<file path="src/rtl/spi_pkg.sv">
// Shared types and config_data field positions for the SPI master core and its sck generator.
package spi_pkg;

    typedef enum logic [2:0] {
        ST_IDLE,
        ST_SETUP,
        ST_XFER,
        ST_HOLD,
        ST_END
    } state_e;

    // Registered leading/trailing/last_edge strobes are high in the cycle after sck moves.
    typedef struct packed {
        logic half_tick;
        logic xfer_end;
        logic leading;
        logic trailing;
        logic last_edge;
    } edge_t;

    function automatic int cpol_bit(input int width_log);
        return width_log + 1;
    endfunction

    function automatic int cpha_bit(input int width_log);
        return width_log;
    endfunction

    function automatic int width_lsb(input int width_log);
        return (width_log > 0) ? 0 : 0;
    endfunction

endpackage

</file>
<file path="src/rtl/spi_sck_gen.sv">
// Half-period divider and sck toggle register; one transfer spans 2N+2 half-periods
// (setup, 2N edges, hold), all of clk_div+1 cycles.
module spi_sck_gen
    import spi_pkg::*;
#(
    parameter int SPI_MAX_WIDTH_LOG = 4,
    parameter int CLK_DIV_WIDTH     = 8
) (
    input  logic                         clk,
    input  logic                         rst_n,
    input  logic                         enable,
    input  logic                         cpol,
    input  logic [CLK_DIV_WIDTH-1:0]     clk_div,
    input  logic [SPI_MAX_WIDTH_LOG-1:0] bit_count,
    output logic                         sck,
    output edge_t                        edges
);

    localparam int HPW = SPI_MAX_WIDTH_LOG + 2;

    logic [CLK_DIV_WIDTH-1:0] div_cnt_q, div_cnt_d;
    logic [HPW-1:0]           hp_cnt_q, hp_cnt_d;
    logic [HPW-1:0]           two_n;
    logic                     tog_q, tog_d;
    logic                     lead_q, lead_d;
    logic                     trail_q, trail_d;
    logic                     last_q, last_d;
    logic                     tick;
    logic                     edge_now;

    // NOTE: every always_comb output gets a default first so no path can infer a latch.
    always_comb begin
        div_cnt_d = div_cnt_q;
        hp_cnt_d  = hp_cnt_q;
        tog_d     = tog_q;
        two_n     = ({2'b00, bit_count} + HPW'(1)) << 1;
        tick      = enable && (div_cnt_q == clk_div);
        edge_now  = tick && (hp_cnt_q < two_n);

        if (!enable) begin
            div_cnt_d = '0;
            hp_cnt_d  = '0;
            tog_d     = 1'b0;
        end else if (tick) begin
            div_cnt_d = '0;
            hp_cnt_d  = hp_cnt_q + HPW'(1);
        end else begin
            div_cnt_d = div_cnt_q + CLK_DIV_WIDTH'(1);
        end

        if (edge_now) begin
            tog_d = ~tog_q;
        end

        lead_d  = edge_now && !hp_cnt_q[0];
        trail_d = edge_now && hp_cnt_q[0];
        last_d  = edge_now && (hp_cnt_q == two_n - HPW'(1));
    end

    // NOTE: sequential state uses non-blocking assignments so every flop samples pre-edge values.
    always_ff @(posedge clk or negedge rst_n) begin
        if (!rst_n) begin
            div_cnt_q <= '0;
            hp_cnt_q  <= '0;
            tog_q     <= 1'b0;
            lead_q    <= 1'b0;
            trail_q   <= 1'b0;
            last_q    <= 1'b0;
        end else begin
            div_cnt_q <= div_cnt_d;
            hp_cnt_q  <= hp_cnt_d;
            tog_q     <= tog_d;
            lead_q    <= lead_d;
            trail_q   <= trail_d;
            last_q    <= last_d;
        end
    end

    assign sck             = cpol ^ tog_q;
    assign edges.half_tick = tick;
    assign edges.xfer_end  = tick && (hp_cnt_q == two_n);
    assign edges.leading   = lead_q;
    assign edges.trailing  = trail_q;
    assign edges.last_edge = last_q;

endmodule

</file>
<file path="src/rtl/spi_master_core.sv">
// SPI master engine: FSM, config, shift registers and miso synchroniser.
// Optional SPI_MASTER_LOOPBACK_EN adds a loopback input that samples internal mosi instead of miso.
module spi_master_core
    import spi_pkg::*;
#(
    parameter int SPI_MAX_WIDTH_LOG = 4,
    parameter int CLK_DIV_WIDTH     = 8
) (
    input  logic                            clk,
    input  logic                            rst_n,
    input  logic                            config_req,
    input  logic [SPI_MAX_WIDTH_LOG+1:0]    config_data,
    input  logic [CLK_DIV_WIDTH-1:0]        clk_div,
    input  logic                            start,
    input  logic [2**SPI_MAX_WIDTH_LOG-1:0] din,
`ifdef SPI_MASTER_LOOPBACK_EN
    input  logic                            loopback,
`endif
    output logic                            busy,
    output logic                            done,
    output logic [2**SPI_MAX_WIDTH_LOG-1:0] dout,
    output logic                            sck,
    output logic                            cs,
    output logic                            mosi,
    input  logic                            miso
);

    localparam int W         = 2 ** SPI_MAX_WIDTH_LOG;
    localparam int CPOL_BIT  = cpol_bit(SPI_MAX_WIDTH_LOG);
    localparam int CPHA_BIT  = cpha_bit(SPI_MAX_WIDTH_LOG);
    localparam int WIDTH_LSB = width_lsb(SPI_MAX_WIDTH_LOG);

    state_e                       state_q, state_d;
    logic                         cpol_q, cpol_d;
    logic                         cpha_q, cpha_d;
    logic [SPI_MAX_WIDTH_LOG-1:0] width_q, width_d;
    logic [CLK_DIV_WIDTH-1:0]     div_q, div_d;
    logic [W-1:0]                 tx_q, tx_d;
    logic [W-1:0]                 rx_q, rx_d;
    logic [W-1:0]                 dout_q, dout_d;
    logic                         mosi_q, mosi_d;
    logic                         miso_s1_q, miso_s1_d;
    logic                         miso_s2_q, miso_s2_d;
    logic [W-1:0]                 aligned;
    logic                         active;
    logic                         sample_bit;
    logic                         shift_ev;
    logic                         sample_ev;
    edge_t                        edges;

    assign active = (state_q == ST_SETUP) || (state_q == ST_XFER) || (state_q == ST_HOLD);

`ifdef SPI_MASTER_LOOPBACK_EN
    assign sample_bit = loopback ? mosi_q : miso_s2_q;
`else
    assign sample_bit = miso_s2_q;
`endif

    spi_sck_gen #(
        .SPI_MAX_WIDTH_LOG(SPI_MAX_WIDTH_LOG),
        .CLK_DIV_WIDTH    (CLK_DIV_WIDTH)
    ) u_sck_gen (
        .clk      (clk),
        .rst_n    (rst_n),
        .enable   (active),
        .cpol     (cpol_q),
        .clk_div  (div_q),
        .bit_count(width_q),
        .sck      (sck),
        .edges    (edges)
    );

    always_comb begin
        state_d   = state_q;
        cpol_d    = cpol_q;
        cpha_d    = cpha_q;
        width_d   = width_q;
        div_d     = div_q;
        tx_d      = tx_q;
        rx_d      = rx_q;
        mosi_d    = mosi_q;
        dout_d    = dout_q;
        miso_s1_d = miso;
        miso_s2_d = miso_s1_q;
        // Left-justify the word so the first bit to send always sits at the top of tx.
        aligned   = din << (~width_q);
        shift_ev  = cpha_q ? edges.leading : (edges.trailing && !edges.last_edge);
        sample_ev = cpha_q ? edges.trailing : edges.leading;

        if (shift_ev) begin
            mosi_d = tx_q[W-1];
            tx_d   = tx_q << 1;
        end
        if (sample_ev) begin
            rx_d = {rx_q[W-2:0], sample_bit};
        end

        case (state_q)
            ST_IDLE: begin
                mosi_d = 1'b0;
                if (config_req) begin
                    cpol_d  = config_data[CPOL_BIT];
                    cpha_d  = config_data[CPHA_BIT];
                    width_d = config_data[WIDTH_LSB +: SPI_MAX_WIDTH_LOG];
                end else if (start) begin
                    state_d = ST_SETUP;
                    div_d   = clk_div;
                    rx_d    = '0;
                    if (cpha_q) begin
                        tx_d = aligned;
                    end else begin
                        mosi_d = aligned[W-1];
                        tx_d   = aligned << 1;
                    end
                end
            end
            ST_SETUP: if (edges.half_tick) state_d = ST_XFER;
            ST_XFER:  if (edges.xfer_end) state_d = ST_HOLD;
            ST_HOLD: begin
                if (edges.half_tick) begin
                    state_d = ST_END;
                    dout_d  = rx_q;
                end
            end
            ST_END: begin
                state_d = ST_IDLE;
                mosi_d  = 1'b0;
            end
            default: state_d = ST_IDLE;
        endcase
    end

    always_ff @(posedge clk or negedge rst_n) begin
        if (!rst_n) begin
            state_q   <= ST_IDLE;
            cpol_q    <= 1'b0;
            cpha_q    <= 1'b0;
            width_q   <= '1;
            div_q     <= '0;
            tx_q      <= '0;
            rx_q      <= '0;
            dout_q    <= '0;
            mosi_q    <= 1'b0;
            miso_s1_q <= 1'b0;
            miso_s2_q <= 1'b0;
        end else begin
            state_q   <= state_d;
            cpol_q    <= cpol_d;
            cpha_q    <= cpha_d;
            width_q   <= width_d;
            div_q     <= div_d;
            tx_q      <= tx_d;
            rx_q      <= rx_d;
            dout_q    <= dout_d;
            mosi_q    <= mosi_d;
            miso_s1_q <= miso_s1_d;
            miso_s2_q <= miso_s2_d;
        end
    end

    assign busy = active;
    assign cs   = ~active;
    assign done = (state_q == ST_END);
    assign dout = dout_q;
    assign mosi = mosi_q;

endmodule

</file>
<file path="config.mk">
export PLATFORM = sky130hd
export DESIGN_NAME = spi_master_core
export DESIGN_NICKNAME = d
export VERILOG_FILES = /design/src/rtl/spi_pkg.sv /design/src/rtl/spi_sck_gen.sv /design/src/rtl/spi_master_core.sv
export SDC_FILE = /design/constraint.sdc
export NUM_CORES = 1
export LEC_CHECK = 0
export BUFFER_PORTS_ARGS = -buffer_cell sky130_fd_sc_hd__buf_2
export CORE_MARGIN = 1.5
export CORE_UTILIZATION = 32
export CTS_BUF_LIST = sky130_fd_sc_hd__clkbuf_16
export CTS_CLUSTER_DIAMETER = 60
export DETAILED_ROUTE_END_ITERATION = 12
export GPL_TIMING_DRIVEN = 0
export SLEW_MARGIN = 15
export SYNTH_ARGS = -nofsm -noshare
export SYNTH_HDL_FRONTEND = slang
export SYNTH_HIERARCHICAL = 1
export SYNTH_SLANG_ARGS = --single-unit
</file>
<file path="constraint.sdc">
create_clock -name clk -period 6.2 [get_ports clk]
set_input_delay 0.31 -clock clk [delete_from_list [all_inputs] [get_ports clk]]
set_output_delay 0.31 -clock clk [all_outputs]
set_load 0.01 [all_outputs]
</file>
* Word level (Yosys, flattened, before mapping) *
Index checks and enable logic that the tools add are counted.

cells by class
  $lt $le $gt $ge = 1
  multiplexer cells = 28
  equality and inequality tests = 14
  add/sub/neg operators = 4
  reductions and logical operators = 17
  bitwise logic cells = 5
  divide/modulo/power cells = 0
  multipliers = 0
  shift operators = 1

operators by type and width
  kind                 number
  $mux 16              9
  $mux 8               2
  $shl 16x4->16        1
  $mux 3               5
  $eq 6x6->1           2
  $mux 6               2
  $pmux 3 s4           1
  $add 8x1->8 const B  1
  $eq 8x8->1           1
  $mux 1               8
  $ne 2x1->1 const B   4
  $logic_and 1x1->1    7
  $add 6x1->6 const B  1
  $eq 3x2->1 const B   2
  $lt 6x6->1           1
  $ne 2x2->1 const B   3
  $sub 6x1->6 const B  1
  $add 4x1->5 const B  1
  $reduce_and 5->1     1
  $not 4->4            1
  $reduce_and 2->1     2
  $eq 3x1->1 const B   1
  $eq 3x3->1 const B   1
  $logic_not 3->1      1
  7 further kinds      11

word-level totals
  ROM bits = 0
  input bits = 35
  output and inout port bits = 21
  register bits = 86
  bits in latches = 0
  logic and storage cells = 87
  memories = 0
  memory bits (writable) = 0

* Depth between registers and ports, before layout *
  depth in word-level cells = 7
  mapped depth = 12
  mapped depth without buffers = 9

* By module *
Netlist, hierarchy kept.

by module, submodules not included
  module           instances  cells each  sequential area each (um2)  area each (um2)
  spi_master_core  1          382         1706.6                      3607.2
  spi_sck_gen      1          144         450.4                       1291.2

* Least setup slack after synthesis *
No wires, ideal clock.

  kind = register -> register
  start point = reg state_q[1]
  end point = reg dout_q[10], in the netlist dout[10]
  cell stages (with the launch flop) = 13
  library setup time = 65 ps
  path buffers = 4
  clock period less this slack = 2357 ps
  slack = 3843 ps
  required time = 6135 ps
  arrival = 2292 ps
  path through = dfrtp_1 clkbuf_1 nor2_1 nor2_1 clkbuf_1 nand2_1 inv_1 buf_4 nand4b_1 clkinv_1 clkbuf_1 nand2_1 nand2_1

on the way
  longest elaborated chain between the ends = 5
  elaborated cells between the ends (all ways) = 7
  those cells by class = eq/ne (3); reduce/logical (4)

ends and longest elaborated chain
  item                                      RTL line                text
  start: declaration                        spi_master_core.sv:33   state_e state_q, state_d;
  start signal: assignment                  spi_master_core.sv:147  state_q <= state_d;
  $eq 3x1->1 or $eq 3x2->1 (tied branches)  spi_master_core.sv:51   assign active = (state_q == ST_SETUP) || (state_q == ST_XFER) || (state_q == ST_HOLD);
  $logic_or 1x1->1                          spi_master_core.sv:51
  $logic_or 1x1->1 *                        spi_master_core.sv:51
  via busy                                  spi_master_core.sv:19   output logic busy,
  $logic_and 1x1->1 *                       spi_sck_gen.sv:37       tick = enable && (div_cnt_q == clk_div);
  via u_sck_gen.tick                        spi_sck_gen.sv:28       logic tick;
  $reduce_and 2->1 (no line) *              n/a
  end signal: assignment                    spi_master_core.sv:154  dout_q <= dout_d;
  end: declaration                          spi_master_core.sv:40   logic [W-1:0] dout_q, dout_d;

Mark *: on every way through the listed nets, which the timed path passes. The rest lies on a longest branch.
A chain may end at the register's enable or synchronous reset.

* Worst setup path after layout *
  start point = reg state_q[1]
  end point = reg dout_q[6], in the netlist dout[6]

on the way
  longest elaborated chain between the ends = 5
  elaborated cells between the ends (all ways) = 7
  those cells by class = eq/ne (3); reduce/logical (4)

ends and longest elaborated chain
  item                                      RTL line
  $eq 3x1->1 or $eq 3x2->1 (tied branches)  spi_master_core.sv:51
  $logic_or 1x1->1                          spi_master_core.sv:51
  $logic_or 1x1->1 *                        spi_master_core.sv:51
  $logic_and 1x1->1 *                       spi_sck_gen.sv:37
  via u_sck_gen.tick                        spi_sck_gen.sv:28
  $reduce_and 2->1 (no line) *              n/a

Marked as above.

==> impl_results.md <==
- Die area: 16100 um2
- Layout-stage area growth over the synthesis result: 17.0%
- Port Buffers: 55
- Number of diodes: 0
- Post_cts resized: 0
- Least-Margin Pin Slew: 866 ps
- Startpoint of the worst register-to-register path: state_q[1]
- Met2 wire length: 5060 um
- Half-perimeter wire length of the detailed placement result: 8440 um
- Iter 0 DRT Violations: 282
- Final hold violations: 0
- Met3 WL: 428 um
- Average instance area after synthesis: 9.31 um2
- Hold path endpoint: miso_s1_q
- Critical path class: reg -> reg
- Wire length of the first global-routing pass: 19200 um
- Post-Route Utilization: 38.0%
- Wire length on met1: 5400 um
- Count of warnings emitted by yosys: 6
- Total setup violations reported at the end of the flow: 0
- Start point of the worst hold path: miso
- CP Max Fanout: 10
- Clock insertion delay at the later pin of the skew report: 340 ps
- Most common cell after layout, fill and taps aside: nand2_1
- Routed Wire Length: 11100 um
- Top metal layer carrying routed signals: met4
- CP endpoint kind: flop
- Minimum clock period: 3110 ps
- Area of the placeable core: 15100 um2
- Max-slew violation count: 0
- Number of remaining DRC errors: 0
- Number of violations of the max-capacitance limit: 0
- Arr. time, crit path: 3390 ps
- Post-route total power: 2.63 mW
- Horizontal extent of the die: 127 um
- Portion of the post-synthesis area used by sequential elements: 44.0%
- Clock root buffer: clkbuf_16
- Number of nets in the synthesized netlist: 568
- Last weighted congestion value of the routability-driven placer: 0.871
- FF-to-FF End: dout[6]
- Sum Neg Setup Slack: 0 ps
- Clock tree from TritonCTS: built
- Finished Layout Cells: 787
- Row count: 45
- Count of pins on the block boundary: 56
- Reg2Reg Setup Slack: 3090 ps
- Maximum level of the CTS H-tree: 3
- Instance count of the mapped netlist: 526
- Async S/R FF share, synth: 100%
- Final period util: 50.2%
- Worst slew margin relative to its limit: 42.1%
- Worst r2r path cells: 12
- Power per cell area: 458 nW/um2
- Pre-CTS worst setup slack: 3070 ps
- Commonest cells after routing, fill and taps aside: 130 x nand2_1, 82 x dfrtp_1, 59 x buf_2
- Total gr overflow: 0
- Number of buffers inserted during clock tree synthesis: 9
- Post-synth EDFFs: 0
- Cell depth of the worst hold path: 1
- Total number of vias: 3997
- Average vias per placed instance: 5.08
- Number of global-route vias before repair: 3983
- Register bit count reported by yosys: 86
- Achievable Freq: 321 MHz
- Maximum vdd ir drop: 0.000240 V
- Synthesized cell area: 4900 um2
- Post-Route Skew: 6.90 ps
- Global-route usage over all layers: 14.8%
- Clock slew at reported path FFs: 60 ps
- Number of cells after detailed placement: 770
- CTS max path bufs: 2
- Leakage power: 2.70 nW
- Number of distinct standard cells referenced by the synthesized netlist: 59
- Die span in y: 127 um
- Hold Crit Class: in -> reg
- Required time of the critical path: 6480 ps
- Run status: finished, final reports clean
- Detail Route Antenna Nets: 0
- Largest net degree at the start of global routing: 59
- Antenna violations before repair: 0
- Starting Density: 32.5%
- Type of element launching the critical path: flop
- Fraction of layout instances using a drive strength above 1: 18.4%
- Layout Nets: 636
- Worst Setup Slack, final: 3090 ps
- Top FF cell, synth: dfrtp_1
- First drt pass iteration count: 6
- TritonCTS Sinks: 86
- Average routed wire per standard cell: 14.1 um
- RSZ-0062 raised after global routing: false
==> where the power goes <==
group          internal (mW)  leakage, nW  switching [mW]
sequential             0.754         1.12           0.149
clock                  0.306        0.149           0.211
combinational          0.543         1.44           0.663
==> routing by layer <==
layer / vias to the layer above / GRT usage, %
li1: 1966 / -
met3: 17 / 2.28
met4: 0 / 5.75
met2: 106 / 24.3
met1: 1908 / 19.8
met5: - / 0
==> worst max-delay path, stage by stage, from the launching register on <==
cell	delay (ps)
dfrtp_1	330
clkbuf_1	340
nor2_1	130
nor2_1	290
clkbuf_1	390
nand2_1	180
inv_1	90
buf_4	110
nand4b_1	350
clkinv_1	280
clkbuf_1	360
nand2_1	140
nand2_1	70
==> flip-flops by register name, summed over array words and instances, names as in the netlist, 3 cells and up <==
signal               count
div_q                    8
dout                    16
rx_q                    16
state_q                  3
tx_q                    16
u_sck_gen/div_cnt_q      8
u_sck_gen/hp_cnt_q       6
width_q                  4
==> Yosys cell counts, types with 6 or more instances <==
master / count / share of area, %
o22ai_1: 11 / 1.4
inv_1: 10 / 0.77
nor2b_1: 7 / 0.89
and2_1: 7 / 0.89
a211oi_1: 6 / 0.92
dfrtp_1: 82 / 42
mux2i_1: 30 / 6.1
nor2_1: 36 / 2.8
o21ai_0: 7 / 0.72
xnor2_1: 19 / 3.4
a22oi_1: 9 / 1.4
xor2_1: 10 / 1.8
nand2_1: 130 / 10
a21oi_1: 28 / 2.9
nor4_1: 7 / 0.89
clkbuf_1: 15 / 1.1
ha_1: 7 / 1.8
mux2_2: 8 / 1.8
nand3_1: 14 / 1.4
==> cell type report <==
type	instances	area, um2
buffer	34	235
inverter	11	41.3
timing repair buffer	57	315
clock inverter	7	58.8
fill	1528	9360
multi-input combinational	395	2460
tap	188	235
clock buffer	9	225
sequential	86	2160
==> timing repair <==
action | 4_1_cts | 5_1_grt
hold buffers | 1 | 0
endpoints found under the hold margin | 28 | 0
buffers inserted | 0 | 0
endpoints found under the setup margin | 0 | 0
==> logic make-up (layout without fill, tap and decap cells) <==
group / after synthesis / in the layout / share of synthesized area (%)
simple gates: 224 / 224 / 20.3
flops: 86 / 86 / 44.0
buf+inv: 45 / 118 / 5.64
compound gates: 91 / 91 / 12.2
xor+xnor: 29 / 29 / 5.19
mux: 44 / 44 / 10.8
fa+ha+maj: 7 / 7 / 1.79
==> worst max-delay path by stage <==
| stage | startpoint | to | slack [ps] |
|---|---|---|---|
| 6_report | state_q[1] | dout[6] | 3090 |
| 5_1_grt | state_q[1] | dout[6] | 2610 |
| 4_1_cts | state_q[1] | dout[6] | 3050 |
| 3_5_place_dp | state_q[1] | dout[6] | 3070 |
| 3_3_place_gp | state_q[1] | dout[6] | 3150 |
| 2_1_floorplan | state_q[1] | dout[10] | 3840 |
==> metrics by stage <==
stage	hold slack [ps]	instance area, um2
2_1_floorplan	14.4	4900
5_1_grt	80.8	5730
3_5_place_dp	263	5440
6_report	80.3	5730
4_1_cts	72.3	5730
3_3_place_gp	354	5410
(Power assumes the default switching activity.)
